[config.mk]
export PLATFORM = sky130hd
export DESIGN_NAME = serial_subtractor_flat
export DESIGN_NICKNAME = d
export VERILOG_FILES = /design/src/rtl/serial_subtractor_if.sv /design/src/rtl/serial_subtractor.sv /design/src/flat_wrapper.sv
export SDC_FILE = /design/constraint.sdc
export NUM_CORES = 1
export LEC_CHECK = 0
export BUFFER_PORTS_ARGS = -buffer_cell sky130_fd_sc_hd__buf_2
export CORE_AREA = 2 2 63 65
export DETAILED_ROUTE_END_ITERATION = 6
export DIE_AREA = 0 0 65 67
export HOLD_SLACK_MARGIN = 0.12
export PLACE_DENSITY = 0.7
export SETUP_SLACK_MARGIN = 0.02
export SLEW_MARGIN = 20
export SYNTH_ARGS = -nofsm -noshare
export SYNTH_HDL_FRONTEND = slang
export SYNTH_SLANG_ARGS = --single-unit
[constraint.sdc]
create_clock -name clk -period 1.5 [get_ports clk]
set_input_delay 0.15 -clock clk [delete_from_list [all_inputs] [get_ports clk]]
set_output_delay 0.15 -clock clk [all_outputs]
set_load 0.02 [all_outputs]
[src/rtl/serial_subtractor_if.sv]
// Handshake/operand bus for serial_subtractor: the requester drives start/a/b,
// and the subtractor returns its result and status flags.
interface serial_subtractor_if #(
  parameter int WIDTH = 8
) ();
  logic             start;
  logic [WIDTH-1:0] a;
  logic [WIDTH-1:0] b;
  logic [WIDTH-1:0] diff;
  logic             borrow;
  logic             ovf;
  logic             busy;
  logic             done;

  modport master (
    output start, a, b,
    input  diff, borrow, ovf, busy, done
  );

  modport slave (
    input  start, a, b,
    output diff, borrow, ovf, busy, done
  );
endinterface

[src/rtl/serial_subtractor.sv]
// Bit-serial subtractor: computes a - b one bit per clock, LSB first, and
// publishes diff/borrow/ovf only once the whole word has been processed.
module serial_subtractor #(
  parameter int WIDTH = 8
) (
  input logic              clk,
  input logic              rst,
  serial_subtractor_if.slave bus
);

  localparam int CW = (WIDTH > 1) ? $clog2(WIDTH) : 1;
  localparam logic [CW-1:0] LAST_BIT = CW'(WIDTH - 1);

  typedef enum logic [1:0] {
    IDLE = 2'd0,
    RUN  = 2'd1,
    DONE = 2'd2
  } state_e;

  state_e           state_q, state_d;
  logic [CW-1:0]    cnt_q, cnt_d;
  logic [WIDTH-1:0] a_sh_q, a_sh_d;
  logic [WIDTH-1:0] b_sh_q, b_sh_d;
  logic [WIDTH-1:0] res_sh_q, res_sh_d;
  logic [WIDTH-1:0] diff_q, diff_d;
  logic             br_q, br_d;
  logic             borrow_q, borrow_d;
  logic             ovf_q, ovf_d;

  logic a_bit_s, b_bit_s, d_bit_s, br_next_s;

  // One full-subtractor cell operating on the current LSBs of the operand shifters
  always_comb begin
    a_bit_s   = a_sh_q[0];
    b_bit_s   = b_sh_q[0];
    d_bit_s   = a_bit_s ^ b_bit_s ^ br_q;
    br_next_s = (~a_bit_s & b_bit_s) | (~(a_bit_s ^ b_bit_s) & br_q);
  end

  // Next-state and datapath control
  always_comb begin
    state_d  = state_q;
    cnt_d    = cnt_q;
    a_sh_d   = a_sh_q;
    b_sh_d   = b_sh_q;
    res_sh_d = res_sh_q;
    diff_d   = diff_q;
    br_d     = br_q;
    borrow_d = borrow_q;
    ovf_d    = ovf_q;

    case (state_q)
      IDLE: begin
        if (bus.start) begin
          a_sh_d  = bus.a;
          b_sh_d  = bus.b;
          br_d    = 1'b0;
          cnt_d   = '0;
          state_d = RUN;
        end else begin
          state_d = IDLE;
        end
      end

      RUN: begin
        a_sh_d   = {1'b0, a_sh_q[WIDTH-1:1]};
        b_sh_d   = {1'b0, b_sh_q[WIDTH-1:1]};
        res_sh_d = {d_bit_s, res_sh_q[WIDTH-1:1]};
        br_d     = br_next_s;
        if (cnt_q == LAST_BIT) begin
          // Operand shifters have delivered their MSBs, so the signed rule uses them directly
          state_d  = DONE;
          diff_d   = {d_bit_s, res_sh_q[WIDTH-1:1]};
          borrow_d = br_next_s;
          ovf_d    = (a_bit_s != b_bit_s) & (d_bit_s != a_bit_s);
        end else begin
          cnt_d = cnt_q + CW'(1);
        end
      end

      DONE: begin
        state_d = IDLE;
      end

      default: begin
        state_d = IDLE;
      end
    endcase
  end

  // State and datapath registers with synchronous reset
  always_ff @(posedge clk) begin
    if (rst) begin
      state_q  <= IDLE;
      cnt_q    <= '0;
      a_sh_q   <= '0;
      b_sh_q   <= '0;
      res_sh_q <= '0;
      diff_q   <= '0;
      br_q     <= 1'b0;
      borrow_q <= 1'b0;
      ovf_q    <= 1'b0;
    end else begin
      state_q  <= state_d;
      cnt_q    <= cnt_d;
      a_sh_q   <= a_sh_d;
      b_sh_q   <= b_sh_d;
      res_sh_q <= res_sh_d;
      diff_q   <= diff_d;
      br_q     <= br_d;
      borrow_q <= borrow_d;
      ovf_q    <= ovf_d;
    end
  end

  assign bus.diff   = diff_q;
  assign bus.borrow = borrow_q;
  assign bus.ovf    = ovf_q;
  assign bus.busy   = (state_q != IDLE);
  assign bus.done   = (state_q == DONE);

endmodule

[src/flat_wrapper.sv]
// flat-port wrapper written by rule: the top's interface ports become plain ports
module serial_subtractor_flat 
#(
  parameter int WIDTH = 8
)
  (clk, rst, bus_start, bus_a, bus_b, bus_diff, bus_borrow, bus_ovf, bus_busy, bus_done);
  serial_subtractor_if #(.WIDTH(WIDTH)) bus_i ();
  input logic clk;
  input logic rst;
  input wire logic [$bits(bus_i.start)-1:0] bus_start;
  input wire logic [$bits(bus_i.a)-1:0] bus_a;
  input wire logic [$bits(bus_i.b)-1:0] bus_b;
  output wire logic [$bits(bus_i.diff)-1:0] bus_diff;
  output wire logic [$bits(bus_i.borrow)-1:0] bus_borrow;
  output wire logic [$bits(bus_i.ovf)-1:0] bus_ovf;
  output wire logic [$bits(bus_i.busy)-1:0] bus_busy;
  output wire logic [$bits(bus_i.done)-1:0] bus_done;
  assign bus_i.start = bus_start;
  assign bus_i.a = bus_a;
  assign bus_i.b = bus_b;
  assign bus_diff = bus_i.diff;
  assign bus_borrow = bus_i.borrow;
  assign bus_ovf = bus_i.ovf;
  assign bus_busy = bus_i.busy;
  assign bus_done = bus_i.done;
  serial_subtractor #(.WIDTH(WIDTH)) u_core (.clk(clk), .rst(rst), .bus(bus_i));
endmodule
### After elaboration in Yosys (flattened, before gate mapping)

Index checks and enable logic that the tools add are counted.

| word-level totals | value |
|---|---|
| register bits | 40 |
| output and inout port bits | 12 |
| logic and storage cells | 44 |

| operators by class | value |
|---|---|
| add/sub/neg operators | 1 |
| equal/unequal tests | 8 |
| mux-type cells | 12 |
| bitwise operators | 8 |
| reductions and logical operators | 6 |

Operator list:

| kind | number |
|---|---|
| $pmux W8 S2 | 2 |
| $mux W8 | 2 |
| $mux W3 | 2 |
| $pmux W3 S2 | 1 |
| $ne A2 B2 Y1 const B | 2 |
| $pmux W2 S2 | 1 |
| $reduce_and A2 Y1 | 2 |
| $reduce_bool A2 Y1 | 2 |
| $add A3 B1 Y3 const B | 1 |
| $and A1 B1 Y1 | 3 |
| $eq A3 B3 Y1 const B | 1 |
| $reduce_and A3 Y1 | 1 |
| $eq A2 B1 Y1 const B | 1 |
| $eq A2 B2 Y1 const B | 1 |
| $logic_not A2 Y1 | 1 |
| $mux W1 | 2 |
| $mux W2 | 1 |
| $ne A1 B1 Y1 | 2 |
| $ne A2 B1 Y1 const B | 1 |
| $not A1 Y1 | 2 |
| $pmux W1 S2 | 1 |
| $xor A1 B1 Y1 | 2 |
| $or A1 B1 Y1 | 1 |

### Depth between registers and ports, before layout

Gate-level depths: netlist of the first run.

| logic depth | value |
|---|---|
| word-level depth | 5 |
| depth in mapped cells | 7 |
| gate-level depth less buffers | 5 |

### Worst setup path before layout of the first run

No wires, ideal clock.

| timing | value |
|---|---|
| path type | register -> register |
| start point | register u_core.a_sh_q[0] |
| end point | register u_core.ovf_q, in the netlist u_core.bus.ovf |
| library setup time | 0.070 ns |
| data arrival time | 1.445 ns |
| data required time | 1.430 ns |
| setup slack | -0.015 ns |
| stages on the path, launching flop included | 6 |
| buffers on the path | 0 |
| period minus slack after synthesis | 1.515 ns |
| cells stage by stage | dfxtp_1 > inv_1 > fa_1 > xor2_1 > or3_1 > a21oi_1 |

| on the way | value |
|---|---|
| word-level cells in the longest chain between the ends | 4 |

RTL lines:

| element | line | source |
|---|---|---|
| start: declaration | serial_subtractor.sv:22 | `logic [WIDTH-1:0] a_sh_q, a_sh_d;` |
| start signal: assignment | serial_subtractor.sv:106 | `a_sh_q <= a_sh_d;` |
| $xor A1 B1 Y1 (2 in a row) | serial_subtractor.sv:36 | `d_bit_s = a_bit_s ^ b_bit_s ^ br_q;` |
| $ne A1 B1 Y1 | serial_subtractor.sv:75 | `ovf_d = (a_bit_s != b_bit_s) & (d_bit_s != a_bit_s);` |
| $and A1 B1 Y1 * | serial_subtractor.sv:75 |  |
| end signal: assignment | serial_subtractor.sv:112 | `ovf_q <= ovf_d;` |
| end: declaration | serial_subtractor.sv:28 | `logic ovf_q, ovf_d;` |

Every way passes the cells marked *; elsewhere a longest branch is shown, timed or not.
A chain may end at the register's enable or synchronous reset.

### Worst setup path in the final report of the first run

Ends and elaborated chain as after synthesis.

==> results.json, run 1 <==
{
  "area_growth_pct": 18.0,
  "maxSlewHeadroom_pct": 73.6,
  "startpoint": "u_core.a_sh_q[0]",
  "post-cts-setup-buffers": 0,
  "ys_types": 32,
  "p_clk_share_pct": 33.6,
  "place.gp.congestion": 0.758,
  "seq_area_frac_synth_pct": 44.7,
  "syn_nets": 206,
  "fin_crit_ns": 1.50,
  "critPathCaptureType": "register",
  "crit_chain": "inv_2, fa_1, xor2_1, or3_1, a21oi_2",
  "cts_tree": "done",
  "cp_max_fo": 2,
  "internal-power_mw": 1.57,
  "worstSkewPairLatency_ns": 0.28,
  "crit_buf_inv": 1,
  "ir_drop_mv": 0.562,
  "cpPeakStageDelay_ns": 0.46,
  "p_seq_share_pct": 53.5,
  "hold_ws_ns": 0.148,
  "clk_path_buf_depth": 2,
  "drt_iter0_drc": 70,
  "initial_core_util_pct": 48.4,
  "dieArea_um2": 4360,
  "crit-reg2reg-launch": "u_core.a_sh_q[0]",
  "drc": 0,
  "cp_top_family": "adder cells",
  "worstSetupPathType": "reg2reg",
  "timing_max_transition_violations_final": 0,
  "syn_area_um2": 1750,
  "die_h_um": 67,
  "cts_buffers": 5,
  "layout_commonest_cell": "dfxtp_1",
  "clk_pin_slew_ns": 0.07,
  "setup-tns-final_ns": 0,
  "antenna_found_initial": 0,
  "fin_cells": 266,
  "postSynthCellCount": 183,
  "root_buffer": "clkbuf_8",
  "critical_path_required_ns": 1.72,
  "io_buffers": 30,
  "diodes": 0,
  "cts_sinks": 39,
  "grt_pass1_vias": 1264,
  "slowest_stage": "fa_1",
  "worstMarginPinSlew_ns": 0.395,
  "cap_violations": 0,
  "hold_viol": 0,
  "core_um2": 3610,
  "holdBufCountCts": 0,
  "cp-start-kind": "register",
  "final_core_util_pct": 57.1,
  "drive_above_1_share_pct": 33.0,
  "dp_hpwl_um": 2090,
  "cts_max_level": 2,
  "dr.pass1.iters": 4,
  "yosysTopAreaCell": "dfxtp_1",
  "overflow": 0,
  "fin_crit_sh_pct": 99.7,
  "ant_nets": 0,
  "num_vias": 1327,
  "reg2reg_slack_ns": 0.005,
  "synth_warnings": 0,
  "io_pins": 31,
  "timing.fmax_ghz": 0.669,
  "nets": 241,
  "dp_cells": 259,
  "skew_ns": 0.00576,
  "hold_path_startpoint": "bus_b[7]",
  "yosys-top-cells-area": "dfxtp_1, a211oi_2, mux2i_1, nand2_1, a21oi_1",
  "ys_ff_latch": 39,
  "die_width_um": 65,
  "hp-class": "in2reg",
  "power_density_nw_per_um2": 1010,
  "syn_avg_cell_area_um2": 9.54,
  "synth_top_area_share_pct": 44.7,
  "wirelength_um": 3010,
  "drt-wirelength-per-cell_um": 11.3,
  "layout_common_cells": "dfxtp_1, nand2_1, buf_2, nor2_1, a21oi_1",
  "grt_max_degree": 29,
  "p_sw_mw": 0.502,
  "grt_pass1_wl_um": 5370,
  "combPwrFrac_pct": 12.9,
  "setup_violations": 0,
  "p_leak_nw": 0.833,
  "swShare_pct": 24.2,
  "grt_usage_pct": 15.9,
  "core.rowCount": 22,
  "viasPerCell": 4.99,
  "rsz0062_at_grt": "yes",
  "cp.arrival_ns": 1.72,
  "outcome": "completed"
}
==> power groups by stage <==
| stage | clock network, mW | registers (mW) | logic, mW |
|---|---|---|---|
| 6_report | 0.698 | 1.11 | 0.267 |
| 5_1_grt | 0.760 | 1.12 | 0.300 |
| 4_1_cts | 0.723 | 1.11 | 0.271 |
| 3_5_place_dp | 0 | 1.13 | 0.271 |
| 3_3_place_gp | 0 | 1.13 | 0.267 |
| 2_1_floorplan | 0 | 1.13 | 0.208 |
==> cells in the mapped netlist (all sizes together) <==
cell type and number:
dfxtp 39, nand2 32, nor2 20, a21oi 18, a211oi 17, mux2i 14, buf 11, clkbuf 4
nand3 4, a31oi 3, ha 3, nand4bb 2, nor2b 2, o21ai 2, a22oi 1, and3b 1
fa 1, inv 1, nand2b 1, nand3b 1, nor4b 1, o21ba 1, o21bai 1, or2 1
or3 1, xor2 1
==> worst min-delay path, stage by stage <==
cell and delay (ns):
buf_2 0.10, nand4bb_1 0.08, a21oi_1 0.06
==> registers in the layout, summed over array words and instances (netlist names) <==
register           flops
u_core.a_sh_q          8
u_core.b_sh_q          8
u_core.bus.diff        8
u_core.res_sh_q        7
u_core.cnt_q           3
u_core.state_q         2
u_core.br_q            1
u_core.bus.borrow      1
u_core.bus.ovf         1
==> worst paths after layout <==
path	to	depth (start not counted)
setup / recovery	u_core.bus.ovf	5
hold / removal	u_core.b_sh_q[7]	3
setup reg to reg	u_core.bus.ovf	5
hold reg to reg	u_core.bus.diff[0]	2
==> routing by layer <==
layer	routed length (um)	share of wire (%)	GRT usage, %
met1	1460	49	19.5
met2	1370	46	26.5
met3	127	4.2	4.22
met4	47	1.6	6.38
met5	0	0	0
==> stage by stage <==
step,area (um2),power [mW],worst slack [ns]
5_1_grt,2060,2.18,-0.0625
3_5_place_dp,1960,1.40,-0.0224
3_3_place_gp,1960,1.40,0.0121
4_1_cts,2050,2.10,-0.00498
6_report,2060,2.08,0.00451
2_1_floorplan,1750,1.34,-0.00473
==> timing repair <==
| action | 4_1_cts | 5_1_grt |
|---|---|---|
| pin swaps | 1 | 0 |
| cloned | 0 | 0 |
| endpoints found under the setup margin | 1 | 5 |
| resized for setup | 0 | 4 |
==> area by class of cell <==
| class | instances | area (um2) |
|---|---|---|
| inverter | 1 | 3.75 |
| fill | 320 | 1550 |
| clock inverter | 1 | 5.00 |
| clock buffer | 6 | 82.6 |
| sequential | 39 | 785 |
| timing repair buffer | 43 | 273 |
| multi-input combinational | 128 | 851 |
| tap | 48 | 60.1 |
==> kinds of logic (layout without fill, tap and decap cells) <==
logic type,count (synthesis),after routing,share of synthesized area (%)
AOI/OAI and AO/OA,43,43,19.6
xor gates and xnor gates,1,1,0.502
adders and majority gates,4,4,3.30
buffers and inverters,16,51,6.88
DFF,39,39,44.7
muxes,14,14,8.03
and+or+nand+nor,66,66,17.0
(Power assumes the default switching activity.)
==> run 2, diff against run 1 <==
--- a/config.mk
+++ b/config.mk
@@ -7,12 +7,12 @@
 export LEC_CHECK = 0
 export BUFFER_PORTS_ARGS = -buffer_cell sky130_fd_sc_hd__buf_2
 export CORE_AREA = 2 2 63 65
+export CTS_CLUSTER_SIZE = 8
 export DETAILED_ROUTE_END_ITERATION = 6
 export DIE_AREA = 0 0 65 67
 export HOLD_SLACK_MARGIN = 0.12
 export PLACE_DENSITY = 0.7
 export SETUP_SLACK_MARGIN = 0.02
-export SLEW_MARGIN = 20
 export SYNTH_ARGS = -nofsm -noshare
 export SYNTH_HDL_FRONTEND = slang
 export SYNTH_SLANG_ARGS = --single-unit
==> constraint.sdc (replaced) <==
create_clock -name clk -period 1.5 [get_ports clk]
set_input_delay 0.075 -clock clk [delete_from_list [all_inputs] [get_ports clk]]
set_output_delay 0.075 -clock clk [all_outputs]
set_load 0.02 [all_outputs]
==> run 2 against run 1 <==
  * Clock skew shrank 0.0011 ns
  * Clock power about the same
  * Die area unchanged
==> results.json, run 2 (synthesized netlist as in run 1, its figures left out) <==
{
  "outcome": "completed",
  "clk_path_buf_depth": 2,
  "cp-start-kind": "register",
  "setup_violations": 0,
  "ir_drop_mv": 0.560,
  "cts_buffers": 5,
  "dr.pass1.iters": 5,
  "skew_ns": 0.00461,
  "crit_chain": "inv_2, fa_1, xor2_1, or3_1, a21oi_2",
  "fill_cells": 317,
  "grt_usage_pct": 16.1,
  "layout_commonest_cell": "dfxtp_1",
  "dieArea_um2": 4360,
  "die_h_um": 67,
  "dp_cells": 259,
  "worstSkewPairLatency_ns": 0.28,
  "crit_buf_inv": 1,
  "power_density_nw_per_um2": 996,
  "cp_top_family": "adder cells",
  "cts_tree": "done",
  "viasPerCell": 4.97,
  "fin_cells": 269,
  "drive_above_1_share_pct": 32.1,
  "post-cts-setup-buffers": 0,
  "multi_input_area_um2": 851,
  "io_buffers": 30,
  "wirelength_um": 3040,
  "area_growth_pct": 19.6,
  "root_buffer": "clkbuf_8",
  "nets": 244,
  "fin_crit_ns": 1.50,
  "cp.arrival_ns": 1.72,
  "clk_pin_slew_ns": 0.07,
  "grt_pass1_wl_um": 5420,
  "drc": 0,
  "num_vias": 1336,
  "diodes": 0,
  "pre_cts_slack_ns": -0.0224,
  "critPathCaptureType": "register",
  "layout_common_cells": "dfxtp_1, nand2_1, buf_2, nor2_1, a21oi_1",
  "drt_iter0_drc": 63,
  "core.rowCount": 22,
  "cap_violations": 0,
  "worstMarginPinSlew_ns": 0.401,
  "place.gp.congestion": 0.758,
  "maxSlewHeadroom_pct": 73.2,
  "critical_path_required_ns": 1.72,
  "total_power_mw": 2.08,
  "hold_ws_ns": 0.163,
  "grt_max_degree": 29,
  "die_width_um": 65,
  "hp-class": "in2reg",
  "worstSetupPathType": "reg2reg",
  "initial_core_util_pct": 48.4,
  "hold_viol": 0,
  "grt_pass1_vias": 1284,
  "io_pins": 31,
  "fin_crit_sh_pct": 99.8,
  "cts_sinks": 39,
  "ant_nets": 0,
  "p_leak_nw": 0.845,
  "antenna_found_initial": 0,
  "overflow": 0,
  "slowest_stage": "fa_1",
  "cp_max_fo": 2,
  "cts_max_level": 2,
  "dp_hpwl_um": 2090,
  "core_um2": 3610,
  "cpPeakStageDelay_ns": 0.46,
  "setup_slack_ns": 0.00274,
  "seqCellArea_um2": 783,
  "timing.fmax_ghz": 0.668,
  "timing_max_transition_violations_final": 0,
  "rsz0062_at_grt": "yes",
  "drt-wirelength-per-cell_um": 11.3
}
==> run 2: changes by cell type in the layout (fill, tap and decap cells not counted), sizes merged <==
cell         delta
dlygate4sd3     +3
==> run 2: per-stage QoR <==
stage	utilization, %	area (um2)	TNS [ns]
2_1_floorplan	-	1750	-0.00473
3_3_place_gp	54.4	1960	0
3_5_place_dp	54.4	1960	-0.0224
4_1_cts	57.7	2080	-0.00498
5_1_grt	57.9	2090	-0.0625
6_report	57.9	2090	0
==> run 2: repair_timing <==
| item | 4_1_cts | 5_1_grt |
|---|---|---|
| hold buffers | 3 | 0 |
| pin swaps | 1 | 0 |
| setup endpoints to repair | 1 | 4 |
| resized for setup | 0 | 3 |
| hold endpoints to repair | 2 | 0 |
==> run 2: worst register-to-register path, stage by stage (launching register included) <==
cell	delay (ns)
dfxtp_2	0.33
inv_2	0.04
fa_1	0.46
xor2_1	0.15
or3_1	0.33
a21oi_2	0.12
==> run 2: path summary, 6_finish.rpt <==
check / from / slack (ns) / depth (start not counted) / to
setup / recovery: u_core.a_sh_q[0] / 0.003 / 5 / u_core.bus.ovf
hold / removal: bus_a[4] / 0.16 / 3 / u_core.a_sh_q[4]
setup reg to reg: u_core.a_sh_q[0] / 0.003 / 5 / u_core.bus.ovf
hold reg to reg: u_core.bus.diff[0] / 0.45 / 2 / u_core.bus.diff[0]
==> run 2: per-layer routing <==
layer | vias up | track usage [%] | routed length, um
met5 | - | 0 | 0
met4 | 0 | 6.38 | 41
met3 | 5 | 4.22 | 133
met2 | 20 | 27.1 | 1410
met1 | 603 | 19.6 | 1460
li1 | 708 | - | -
==> run 2: cell type report <==
cell class                      instances  share of cell area, %
Clock buffer                            6                   3.95
Clock inverter                          1                  0.240
Inverter                                1                  0.180
Multi-Input combinational cell        128                   40.7
Sequential cell                        39                   37.5
Tap cell                               48                   2.88
Timing Repair Buffer                   46                   14.5
==> run 2: report_power, final <==
group | leakage [nW] | internal [mW] | switching, mW
Clock | 0.0470 | 0.360 | 0.336
Combinational | 0.479 | 0.134 | 0.139
Sequential | 0.319 | 1.08 | 0.0274
